`src/rtl/track_scroll_sequencer.sv`:
```
// track_scroll_sequencer
// Frame-synchronous scroller for the track region of VRAM. Every
// (frames_per_step+1) vertical-sync falling edges it copies each track
// word up by one row, then refreshes the vacated bottom row. The single
// Avalon-side VRAM port is shared with the CPU: the sequencer never strobes
// in a cycle where avl_busy is high and simply waits for a free cycle.
// Optional feature macro: SCROLL_FILL_EN. When defined, the bottom row is
// overwritten with fill_word. When undefined, the bottom row keeps its old
// contents and fill_word is ignored.
module track_scroll_sequencer #(
  parameter int BASE_ADDR = 0,
  parameter int ROW_WORDS = 20,
  parameter int ROWS      = 15
) (
  input  logic        CLK,
  input  logic        RESET,
  input  logic        vs,
  input  logic        enable,
  input  logic [3:0]  frames_per_step,
  input  logic [31:0] fill_word,
  input  logic        avl_busy,
  output logic [8:0]  dma_addr,
  output logic        dma_rden,
  output logic        dma_wren,
  output logic [31:0] dma_wdata,
  input  logic [31:0] dma_rdata,
  output logic        busy,
  output logic        step_done,
  output logic        overrun
);

  localparam int COPY_WORDS = (ROWS - 1) * ROW_WORDS;

  // The region has to fit in the 512-word VRAM so that 9-bit address
  // arithmetic can never wrap.
  if (BASE_ADDR + ROWS * ROW_WORDS > 512) begin : g_region_too_big
    $error("track_scroll_sequencer: BASE_ADDR + ROWS*ROW_WORDS exceeds 512");
  end

  localparam logic [8:0] BASE9     = 9'(BASE_ADDR);
  localparam logic [8:0] ROW9      = 9'(ROW_WORDS);
  localparam logic [8:0] LAST_COPY = (COPY_WORDS > 0) ? 9'(COPY_WORDS - 1) : 9'd0;

  typedef enum logic [2:0] {
    S_IDLE,
    S_READ,
    S_CAPT,
    S_WRITE,
`ifdef SCROLL_FILL_EN
    S_FILL,
`endif
    S_DONE
  } state_t;

`ifdef SCROLL_FILL_EN
  localparam logic [8:0] LAST_FILL  = 9'(ROW_WORDS - 1);
  localparam logic [8:0] FILL_BASE  = 9'(BASE_ADDR + COPY_WORDS);
  localparam state_t     AFTER_COPY = S_FILL;
`else
  localparam state_t     AFTER_COPY = S_DONE;
  logic unused_fill_word;
  assign unused_fill_word = ^fill_word;
`endif

  state_t      state_q, state_d;
  logic [8:0]  idx_q, idx_d;
  logic [31:0] hold_q;
  logic [3:0]  fcnt_q;
  logic        vs_q;
  logic        tick;
  logic        idle;
  logic        start_step;
  logic [8:0]  src_addr;
  logic [8:0]  dst_addr;

  assign tick       = vs_q & ~vs;
  assign idle       = (state_q == S_IDLE);
  assign start_step = tick & idle & enable & (fcnt_q == frames_per_step);
  assign src_addr   = BASE9 + idx_q + ROW9;
  assign dst_addr   = BASE9 + idx_q;
  assign busy       = ~idle;

  // State and word-index registers; a reset abandons any step in flight.
  always_ff @(posedge CLK) begin
    if (RESET) begin
      state_q <= S_IDLE;
      idx_q   <= '0;
    end else begin
      state_q <= state_d;
      idx_q   <= idx_d;
    end
  end

  // Frame divider, sync edge detector, read-data holding register and the
  // sticky overrun flag. Ticks that land mid-step are dropped without
  // touching the divider.
  always_ff @(posedge CLK) begin
    if (RESET) begin
      vs_q    <= 1'b1;
      fcnt_q  <= '0;
      hold_q  <= '0;
      overrun <= 1'b0;
    end else begin
      vs_q <= vs;
      if (state_q == S_CAPT) begin
        hold_q <= dma_rdata;
      end
      if (tick && !idle) begin
        overrun <= 1'b1;
      end
      if (!enable) begin
        fcnt_q <= '0;
      end else if (tick && idle) begin
        fcnt_q <= (fcnt_q == frames_per_step) ? 4'd0 : fcnt_q + 4'd1;
      end
    end
  end

  // Step sequencing and VRAM strobes; every strobe is gated by avl_busy so
  // a busy cycle simply repeats the current state.
  always_comb begin
    state_d   = state_q;
    idx_d     = idx_q;
    dma_addr  = '0;
    dma_rden  = 1'b0;
    dma_wren  = 1'b0;
    dma_wdata = '0;
    step_done = 1'b0;
    case (state_q)
      S_IDLE: begin
        if (start_step) begin
          state_d = S_READ;
          idx_d   = '0;
        end
      end
      S_READ: begin
        if (COPY_WORDS == 0) begin
          state_d = AFTER_COPY;
          idx_d   = '0;
        end else if (!avl_busy) begin
          dma_rden = 1'b1;
          dma_addr = src_addr;
          state_d  = S_CAPT;
        end
      end
      S_CAPT: begin
        state_d = S_WRITE;
      end
      S_WRITE: begin
        if (!avl_busy) begin
          dma_wren  = 1'b1;
          dma_addr  = dst_addr;
          dma_wdata = hold_q;
          if (idx_q == LAST_COPY) begin
            idx_d   = '0;
            state_d = AFTER_COPY;
          end else begin
            idx_d   = idx_q + 9'd1;
            state_d = S_READ;
          end
        end
      end
`ifdef SCROLL_FILL_EN
      S_FILL: begin
        if (!avl_busy) begin
          dma_wren  = 1'b1;
          dma_addr  = FILL_BASE + idx_q;
          dma_wdata = fill_word;
          if (idx_q == LAST_FILL) begin
            idx_d   = '0;
            state_d = S_DONE;
          end else begin
            idx_d = idx_q + 9'd1;
          end
        end
      end
`endif
      S_DONE: begin
        step_done = 1'b1;
        state_d   = S_IDLE;
      end
      default: begin
        state_d = S_IDLE;
      end
    endcase
  end

endmodule

```
`config.mk`:
```
export PLATFORM = sky130hd
export DESIGN_NAME = track_scroll_sequencer
export DESIGN_NICKNAME = d
export VERILOG_FILES = /design/src/rtl/track_scroll_sequencer.sv
export SDC_FILE = /design/constraint.sdc
export NUM_CORES = 1
export LEC_CHECK = 0
export CAP_MARGIN = 20
export CELL_PAD_IN_SITES_DETAIL_PLACEMENT = 1
export CELL_PAD_IN_SITES_GLOBAL_PLACEMENT = 1
export CORE_ASPECT_RATIO = 0.5
export CORE_MARGIN = 10
export CORE_UTILIZATION = 29
export CTS_BUF_LIST = sky130_fd_sc_hd__clkbuf_2 sky130_fd_sc_hd__clkbuf_4 sky130_fd_sc_hd__clkbuf_8
export CTS_CLUSTER_DIAMETER = 120
export DETAILED_ROUTE_END_ITERATION = 6
export GPL_ROUTABILITY_DRIVEN = 1
export PLACE_DENSITY_LB_ADDON = 0.12
export RECOVER_POWER = 25
export SLEW_MARGIN = 0
export SYNTH_ARGS = -nofsm -noshare
export SYNTH_HDL_FRONTEND = slang
export SYNTH_SLANG_ARGS = --single-unit
export TNS_END_PERCENT = 10
```
`constraint.sdc`:
```
create_clock -name CLK -period 1.8 [get_ports CLK]
set_input_delay 0.27 -clock CLK [delete_from_list [all_inputs] [get_ports CLK]]
set_output_delay 0.27 -clock CLK [all_outputs]
set_load 0.01 [all_outputs]
```
# After elaboration in Yosys (flattened, before gate mapping)
# Cells that the tools add are included.
# op_classes
n_addsub	3
mul	0
div	0
n_lt_le_gt_ge	0
n_eq_ne	9
n_shift	0
mux	19
bitwise_logic	7
reduce_logical	8
# ops
op	n
32-bit 2-to-1 mux	2
9-bit 2-to-1 mux	5
9-bit case mux with 2 select lines	2
3-bit 2-to-1 mux	4
3-bit case mux with 4 select lines	1
9-bit by 1-bit adder with 9-bit output (second input constant)	1
9-bit by 5-bit adder with 9-bit output (second input constant)	1
9-bit equality test (second input constant)	1
3-bit by 2-bit equality test with 1-bit output (second input constant)	2
3-bit AND reduction	2
4-bit by 1-bit adder with 4-bit output (second input constant)	1
1-bit AND	4
4-bit equality test	1
1-bit 2-to-1 mux	4
4-bit 2-to-1 mux	1
2-bit != test (second input constant)	2
3-bit by 1-bit equality test with 1-bit output (second input constant)	1
3-bit equality test (second input constant)	1
3-bit zero test	1
1-bit inverter	3
1-bit logical AND	2
2-bit by 1-bit != test with 1-bit output (second input constant)	1
2-bit nonzero test	1
2-bit OR reduction	1
1-bit zero test	1
# word_totals
regBits	50
latch_bits	0
ramBits	0
rom_bits	0
input_bits	73
out_inout_bits	46
word_cells	52
mem_count	0

# Depth between registers and ports, before layout
# logic_depth
ltp_word	7
depth_mapped	8
ltp_nobuf	7

# Least setup slack after synthesis
# OpenSTA, ideal clock, no wires.
# synth_timing
kind	reg-to-output
startpoint	register state_q[2]
endpoint	output port dma_wdata[22]
arrival_time_ns	1.447
t_required_ns	1.530
slack_ns	0.083
stages_incl_launch_ff	6
n_path_buf	1
cell_sequence	dfxtp_1 > nand3b_1 > or2_2 > inv_1 > clkbuf_1 > and2_1
# synth_between
elab_chain_cells	2
# synth_rtl
element	line_no	source
from (decl)	65	state_t state_q, state_d;
from (signal assigned)	89	state_q <= state_d;
3-bit by 2-bit equality test with 1-bit output	129	case (state_q)
32-bit 2-to-1 mux	129	
to (decl)	25	output logic [31:0] dma_wdata,
# No other way between the ends.

# Final worst setup path
# layout_timing
startpoint	register state_q[2]
endpoint	output port dma_wdata[10]
# Same word-level chain as after synthesis.

==> results.md <==
- Status: complete, but fails checks
- Violated checks: negative setup slack
- Synth Register Bits: 50
- Distinct cell type count after synthesis: 41
- Worst reg2reg endpoint: fcnt_q[3]
- CP max FO: 6
- Number of flops mapped to enable cells by yosys: 0
- PortBufs: 86
- Clk Latency, worst-skew pair: 0.32 ns
- Most frequent cells in the layout: nand2_1 (72), dfxtp_1 (46), clkdlybuf4s50_1 (39)
- R2R Setup Slk: 0 ns
- Clk buf depth: 2
- Synth async-reset ratio: 0%
- HP Class: input port to flop
- Hold Path Origin: RESET
- Tot Pwr: 0.00201 W
- Worst R2R Path Depth: 7
- Via density: 4.71
- Final nets: 514
- CTS Buf Count: 5
- ANT cells: 0
- GR Overflow Total: 0
- Syn Area/Cell: 7.67 µm²
- Max VDD drop: 0.308 mV
- Cells after DPL: 531
- DP HPWL: 6310 µm
- Most common cell after layout, fill and taps aside: nand2_1
- Final setup margin: -0.131 ns
- Final period util: 107%
- Site Rows: 23
- Synth Instances: 323
- Area delta synth->final: 61.3%
- Tmin final: 1.93 ns
- Final ANT Viol Nets: 0
- H-tree Lvls: 2
- PD cells: 502 nW/µm²
- Hold Path Sink: idx_q[0]
- Placer Congestion: 0.791
- Cell taking the most area after synthesis: dfxtp_1
- Top post-synthesis cells by area: dfxtp_1 (40%), nand2_1 (11%), and2_1 (8.3%)
- Initial core utilization: between 30% and 40%
- Req. time, crit path: 1.53 ns
- Kind of critical path: flop to output port
- First drt pass iteration count: 4
- TritonCTS clock tree: yes
- CP startpoint kind: flop
- Most used DFF post-synth: dfxtp_1
- Max Fclk: 518 MHz
- Leak: 1.56 nW
- Worst-margin pin slew: 1.06 ns
- Slew Limit Fails: 0
- Tot GR Track Use: 13.6%
- Pin count of the biggest net entering global routing: 33
- DRC: 0
- Syn_nets: about 400
- Clk sinks: 50
- Drt wl/cell: between 15 and 20 µm
- Synthesized cell area: 2480 µm²
- Top-area cell type share of the netlist area: 40.4%
- Die width: 151 µm
- Via count: 2586
- Die area: roughly 13000 µm²
- Root Driver: clkbuf_8
- First-pass GRT wire length: 14300 µm
- Yosys Warn Count: 0
- Final non-filler cell total: approximately 550
- Core ar.: 8140 µm²
- Ports: 119
- Element type at the critical path end: output port
- Chip height: approximately 85 µm
- Final Hold Vio Count: 0
- WP data arrival: between 1.5 and 2 ns
- Clk slew on worst S/H paths: 0.09 ns
- Vias in the first global route: 2760
- Fin Setup TNS: -3.37 ns
- Fraction of layout cells with a size suffix above 1: between 30% and 40%
- Worst R2R Start: state_q[2]
- Slew HR: between 20% and 30%
- Initial antenna violation count: 0
- DR iter-0 viols: 39
- RSZ-0062 raised after global routing: true
- Skew final: 0.0119 ns
- Worst Hold Depth: 2
- Max-Cap Viols: 0
- Sequential-to-total area share from yosys stat: slightly above 40%
- Setup Slack @ Placement: -0.591 ns
- Drt total wl: 8960 µm
- Setup violations, final: 35
-- sequential cells by signal (all words and copies together), names as in the netlist --
signal,count
idx_q,9
overrun,1
hold_q,32
vs_q,1
state_q,3
fcnt_q,4
-- power by group --
part / switching [W] / internal [W]
Sequential: 0.00000700 / 0.00112
Clock: 0.000418 / 0.000279
Combinational: 0.0000762 / 0.000110
-- cells in the mapped netlist, types with 2 or more instances --
library cell  number
buf_2              2
nand2b_1           2
or3_1              4
o32ai_1            3
a211o_1            2
ha_1               5
mux2i_1            2
nand3_1            8
nor3_1             6
clkbuf_1          16
o21ai_0            2
dfxtp_1           50
buf_1              2
inv_1              9
a21oi_1           38
a21boi_1           2
xnor2_1           11
nor2_1            25
o41ai_2            2
and2_1            33
nand2_1           73
and3_1             2
a21bo_1            2
or2_2              2
nor2b_1            3
xor2_1             2
-- critical path, stage by stage, from the launching register on --
cell       delay (ns)
dfxtp_4          0.36
nand3b_1         0.17
or2_4            0.26
clkinv_4         0.07
buf_12           0.11
clkbuf_16        0.14
and2_4           0.14
buf_6            0.09
-- repair_timing --
action / in CTS / in global routing
cloned: 2 / 2
resized for setup: 211 / 47
setup endpoints to repair: 57 / 56
pin swaps: 10 / 18
hold buffers: 0 / 0
buffers inserted: 5 / 1
-- per-stage QoR --
step | hold slack, ns | utilization, % | area [µm²]
floorplan | 0.377 | - | 2480
finish | 0.434 | 49.1 | 4000
CTS | 0.280 | 46.2 | 3760
global route | 0.467 | 49.1 | 4000
global placement | 0.437 | 44.7 | 3640
detailed placement | 0.447 | 44.7 | 3640
-- layer usage --
metal	vias up	track usage, %	share of wire [%]
li1	1287	-	-
met1	1249	15.4	44
met2	43	24.5	50
met3	7	4.29	5.1
met4	0	3.39	0.83
met5	-	0	0
-- layout make-up --
type | instances | area, µm²
Inverter | 9 | 38.8
Sequential cell | 50 | 1010
Timing Repair Buffer | 127 | 1210
Clock inverter | 3 | 23.8
Clock buffer | 5 | 68.8
Fill cell | 982 | 4150
Tap cell | 112 | 140
Multi-Input combinational cell | 243 | 1500
-- cells by family after synthesis --
logic type,after synthesis,share of synthesized area [%]
adders and majority gates,5,2.53
xor gates and xnor gates,13,4.60
buffers and inverters,30,4.95
AOI/OAI and AO/OA,56,14.7
muxes,2,0.809
DFF,50,40.4
and+or+nand+nor,167,32.0
-- how the worst max path moves through the flow --
| stage | start | end | cells after the start |
|---|---|---|---|
| 2_1_floorplan | state_q[2] | dma_wdata[22] | 5 |
| 3_3_place_gp | avl_busy | dma_addr[3] | 4 |
| 3_5_place_dp | avl_busy | dma_addr[3] | 4 |
| 4_1_cts | state_q[2] | dma_wdata[15] | 7 |
| 5_1_grt | state_q[2] | dma_wdata[17] | 7 |
| 6_report | state_q[2] | dma_wdata[10] | 7 |
Note: power is estimated with default switching activity, not from simulation.
==> patch 1 (same flow settings) <==
Build with the macro `SCROLL_FILL_EN` defined.
--- a/src/rtl/track_scroll_sequencer.sv
+++ b/src/rtl/track_scroll_sequencer.sv
@@ -8,4 +8,6 @@
 // overwritten with fill_word. When undefined, the bottom row keeps its old
 // contents and fill_word is ignored.
+`define SCROLL_FILL_EN
+
 module track_scroll_sequencer #(
   parameter int BASE_ADDR = 0,
Formal check against the unedited RTL: no difference found for any inputs over 10 cycles, from zero or initial values and one cycle with RESET high; that may be too few to reach the edited logic, so the function may still have changed.
==> patch 1 against the original RTL <==
  * The run still ends with setup timing left
  * Sequential cell count is the same
  * Setup slack lost 210 ps
  * Sequential power is essentially flat
  * Synthesized area grew 19%
  * Hold slack gained 28 ps
  * Utilization grew 1.5 points
  * Final area grew 22%
  * Routed wire length grew 41%
  * Critical path depth grew 2
  * Total power grew 3.8%
  * Register-to-register slack lost 210 ps
  * Critical path type unchanged
  * Highest routed layer unchanged
==> patch 1: results (changes against the original RTL) <==
stage;metric;value;unit;change
timing;Worst-Margin Slew;619;ps;was 1060 ps
synth;dominant cells by area after synthesis;dfxtp_1 (34%), nand2_1 (9.5%), a22o_1 (9.5%);;was dfxtp_1 (40%), nand2_1 (11%), and2_1 (8.3%)
status;failing checks;setup timing;;unchanged
clock_tree;H-tree depth;2;;unchanged
layout;layout cells sized above 1;32.6;%;was 31.8%
synth;sequential fraction of the synthesis area;33.9;%;was 40.4%
synth;YS warnings;0;;unchanged
placed_design;gpl congestion;0.848;;was 0.791
route;WL met3;689;um;was 453 um
synth;synth unique cells;55;;was 41
clock_tree;Clk Latency, worst-skew pair;320;ps;about the same
power_and_ir_drop;combinational power;0.000289;W;was 0.000187 W
layout;filler cell count;1170;;was 982
grt;first-pass GRT wire length;20.1;mm;was 14.3 mm
grt;vias in the first global route;3689;;was 2760
worst_setup_path;slowest CP cell;dfxtp_4;;unchanged
timing;final setup vio count;53;;was 35
power_and_ir_drop;VDD IR max;0.254;mV;was 0.308 mV
power_and_ir_drop;sequential power share;53.6;%;was 56.0%
synth;async set-or-reset flop fraction in the synthesized netlist;0;%;unchanged
synth;most frequent cells after synthesis;nand2_1 (75), dfxtp_1 (50), a21oi_1 (44);;was nand2_1 (73), dfxtp_1 (50), a21oi_1 (38)
status;outcome;finished with violations;;unchanged
placed_design;IO Port Bufs;118;;was 86
grt;largest net degree at the start of global routing;33;;unchanged
power_and_ir_drop;leakage power;1.93;nW;was 1.56 nW
synth;net count after synthesis;446;;was 401
clock_tree;CTS Root Cell;clkbuf_8;;unchanged
route;final WL;12.6;mm;was 8.96 mm
route;1st-iter DRT viols;81;;was 39
power_and_ir_drop;NetSw;0.000522;W;was 0.000501 W
timing;TNS Setup;-9060;ps;was -3370 ps
worst_setup_path;crit-path max FO;7;;was 6
timing;worst setup margin;-337;ps;was -131 ps
layout;Nets;621;;was 514
grt;gr usage total;16.7;%;was 13.6%
route;WL met1;5.33;mm;was 3.92 mm
timing;clock skew;2.16;ps;was 11.9 ps
route;met2 wire length;6.50;mm;was 4.52 mm
placed_design;DP Wirelength;9.10;mm;was 6.31 mm
clock_tree;clk slew on worst S/H paths;90;ps;about the same
layout;antenna cells;0;;unchanged
hold_path;worst min path class;register to register;;was input pin to register
worst_setup_path;CP max stage delay;390;ps;was 360 ps
route;Vias;3395;;was 2586
power_and_ir_drop;Clk pwr share;32.5;%;was 34.7%
patch 1: per-stage QoR:
stage	cell area, sq um	setup WS (ps)	hold WS (ps)	instances
2_1_floorplan	2950	36.1	377	365
3_3_place_gp	4640	-730	442	650
3_5_place_dp	4640	-785	451	650
4_1_cts	4800	-316	443	673
5_1_grt	4880	-456	480	675
6_report	4880	-337	463	675
patch 1: final cells by class:
class	count	area share, %
Sequential cell	50	20.9
Clock buffer	5	1.41
Multi-Input combinational cell	279	38.9
Tap cell	135	3.46
Inverter	9	0.717
Timing Repair Buffer	195	34.3
Clock inverter	2	0.307
patch 1: worst paths after layout:
| path | start | endpoint | slack, ps | depth (start not counted) |
|---|---|---|---|---|
| hold / removal | hold_q[8] | hold_q[8] | 460 | 2 |
| setup / recovery | state_q[1] | dma_addr[8] | -340 | 9 |
| hold reg to reg | hold_q[8] | hold_q[8] | 460 | 2 |
| setup reg to reg | state_q[2] | idx_q[7] | -210 | 10 |
patch 1: critical path: cells and delay by family (launching register included):
| family | cells | cell delay (ps) |
|---|---|---|
| and+or+nand+nor | 2 | 340 |
| buffers and inverters | 4 | 550 |
| AOI/OAI and AO/OA | 3 | 240 |
| DFF | 1 | 390 |
patch 1: routing by layer:
metal  vias up  global-route usage, %
met5         -                      0
met4         0                   3.43
met3         7                   5.18
met2        72                   31.1
met1      1663                   18.3
li1       1653                      -
patch 1: repair_timing:
item,CTS,global route
resized for setup,229,17
gates cloned,1,0
buffers inserted,15,3
pin swaps,19,22
endpoints found under the setup margin,55,58
patch 1: cells by family (layout without fill, tap and decap cells):
family	after synthesis	after routing	share of synthesized area [%]
simple gates	143	143	24.4
buf+inv	36	211	6.82
fa+ha+maj	8	8	3.39
flops	50	50	33.9
compound gates	118	118	28.5
xor+xnor	10	10	2.97
==> patch 2 (same settings) <==
Made on the original files. Encoding of `state_t`: now one-hot (5 bits for 5 states).
--- a/src/rtl/track_scroll_sequencer.sv
+++ b/src/rtl/track_scroll_sequencer.sv
@@ -42,13 +42,13 @@
   localparam logic [8:0] LAST_COPY = (COPY_WORDS > 0) ? 9'(COPY_WORDS - 1) : 9'd0;
 
-  typedef enum logic [2:0] {
-    S_IDLE,
-    S_READ,
-    S_CAPT,
-    S_WRITE,
+  typedef enum logic [4:0] {
+    S_IDLE  = 5'b00001,
+    S_READ  = 5'b00010,
+    S_CAPT  = 5'b00100,
+    S_WRITE = 5'b01000,
 `ifdef SCROLL_FILL_EN
     S_FILL,
 `endif
-    S_DONE
+    S_DONE  = 5'b10000
   } state_t;
 
Behaviour: no difference found for any inputs over 10 cycles, from zero or initial values and one cycle with RESET high; not proved beyond that.
==> patch 2 against the original RTL <==
  * Final area up 3.4%
  * Setup slack worse by 400 ps
  * Sequential cell count up 2
  * Synthesized area up 4.4%
  * Synthesized cell count up 2.8%
  * The flow still finishes with violations (setup timing)
  * Routed wire length up 9.3%
  * Cell count up 6.2%
  * Register-to-register slack worse by 360 ps
  * Hold slack better by 26 ps
Power is not compared: it rests on default switching activity, and its combinational part moved more than twofold at a synthesized area within 25%.
==> patch 2: results (changes against the original RTL) <==
stage;metric;value;unit;change
status;outcome;finished with violations;;unchanged
status;failing checks;setup timing;;unchanged
layout;Nets;543;;was 514
timing;final setup vio count;92;;was 35
synth;dominant cells by area after synthesis;dfxtp_1 (40%), nand2_1 (11%), and2_1 (8.2%);;was dfxtp_1 (40%), nand2_1 (11%), and2_1 (8.3%)
placed_design;gpl congestion;0.785;;was 0.791
synth;Post-Synth XOR/XNOR Area;2.37;%;was 4.60%
grt;first-pass GRT wire length;15.9;mm;was 14.3 mm
placed_design;DP Wirelength;7.07;mm;was 6.31 mm
clock_tree;clk slew on worst S/H paths;110;ps;was 90 ps
synth;syn avg cell area;7.79;sq um;was 7.67 sq um
placed_design;placed cells;568;;was 531
floorplan;CORE AREA;8710;sq um;was 8140 sq um
route;1st-iter DRT viols;104;;was 39
layout;register share of the cell area;25.4;%;was 25.2%
layout;filler cell count;1052;;was 982
layout;multi-input gate count;254;;was 243
synth;sequential fraction of the synthesis area;40.3;%;was 40.4%
worst_setup_path;crit-path max FO;10;;was 6
layout;Top Registers;hold_q x32, idx_q x9, state_q x5;;was hold_q x32, idx_q x9, fcnt_q x4
layout;Clock-cell share;2.21;%;was 2.32%
timing;worst setup margin;-536;ps;was -131 ps
worst_setup_path;Worst Path Arrival;2070;ps;was 1660 ps
timing;TNS Setup;-21700;ps;was -3370 ps
synth;Synth Area in Compound Gates;15.9;%;was 14.7%
timing;final hold slack;461;ps;was 434 ps
hold_path;HP Start;hold_q[4];;was RESET
route;final WL;9.79;mm;was 8.96 mm
synth;Seq cells post-synth;52;;was 50
hold_path;Hold EP;hold_q[4];;was idx_q[0]
worst_setup_path;worst setup path end;dma_addr[8];;was dma_wdata[10]
placed_design;dpl ws;-954;ps;was -591 ps
layout;layout cells sized above 1;33.5;%;was 31.8%
worst_setup_path;Critical path origin;avl_busy;;was state_q[2]
-- patch 2: power groups by stage --
stage,registers (W),logic (W),clock network [W]
3_3_place_gp,0.00121,0.000377,0
2_1_floorplan,0.00121,0.000151,0
4_1_cts,0.00119,0.000397,0.000761
3_5_place_dp,0.00121,0.000389,0
5_1_grt,0.00119,0.000427,0.000806
6_report,0.00119,0.000397,0.000728
-- patch 2: critical path, stage by stage --
cell	delay, ps
clkdlybuf4s50_1	430
or4b_4	510
nor3_4	180
buf_6	150
buf_12	110
a21o_1	80
nand2_1	70
o31ai_2	80
buf_2	180
-- patch 2: routing by layer --
metal,global-route usage [%],wire [um]
met5,0,0
met4,3.07,124
met3,5.29,571
met1,16.9,4470
met2,24.6,4620
-- patch 2: timing repair --
action | 4_1_cts | 5_1_grt
setup buffers | 2 | 2
pin swaps | 6 | 8
cloned | 1 | 2
endpoints found under the setup margin | 94 | 95
gates resized for setup | 165 | 65
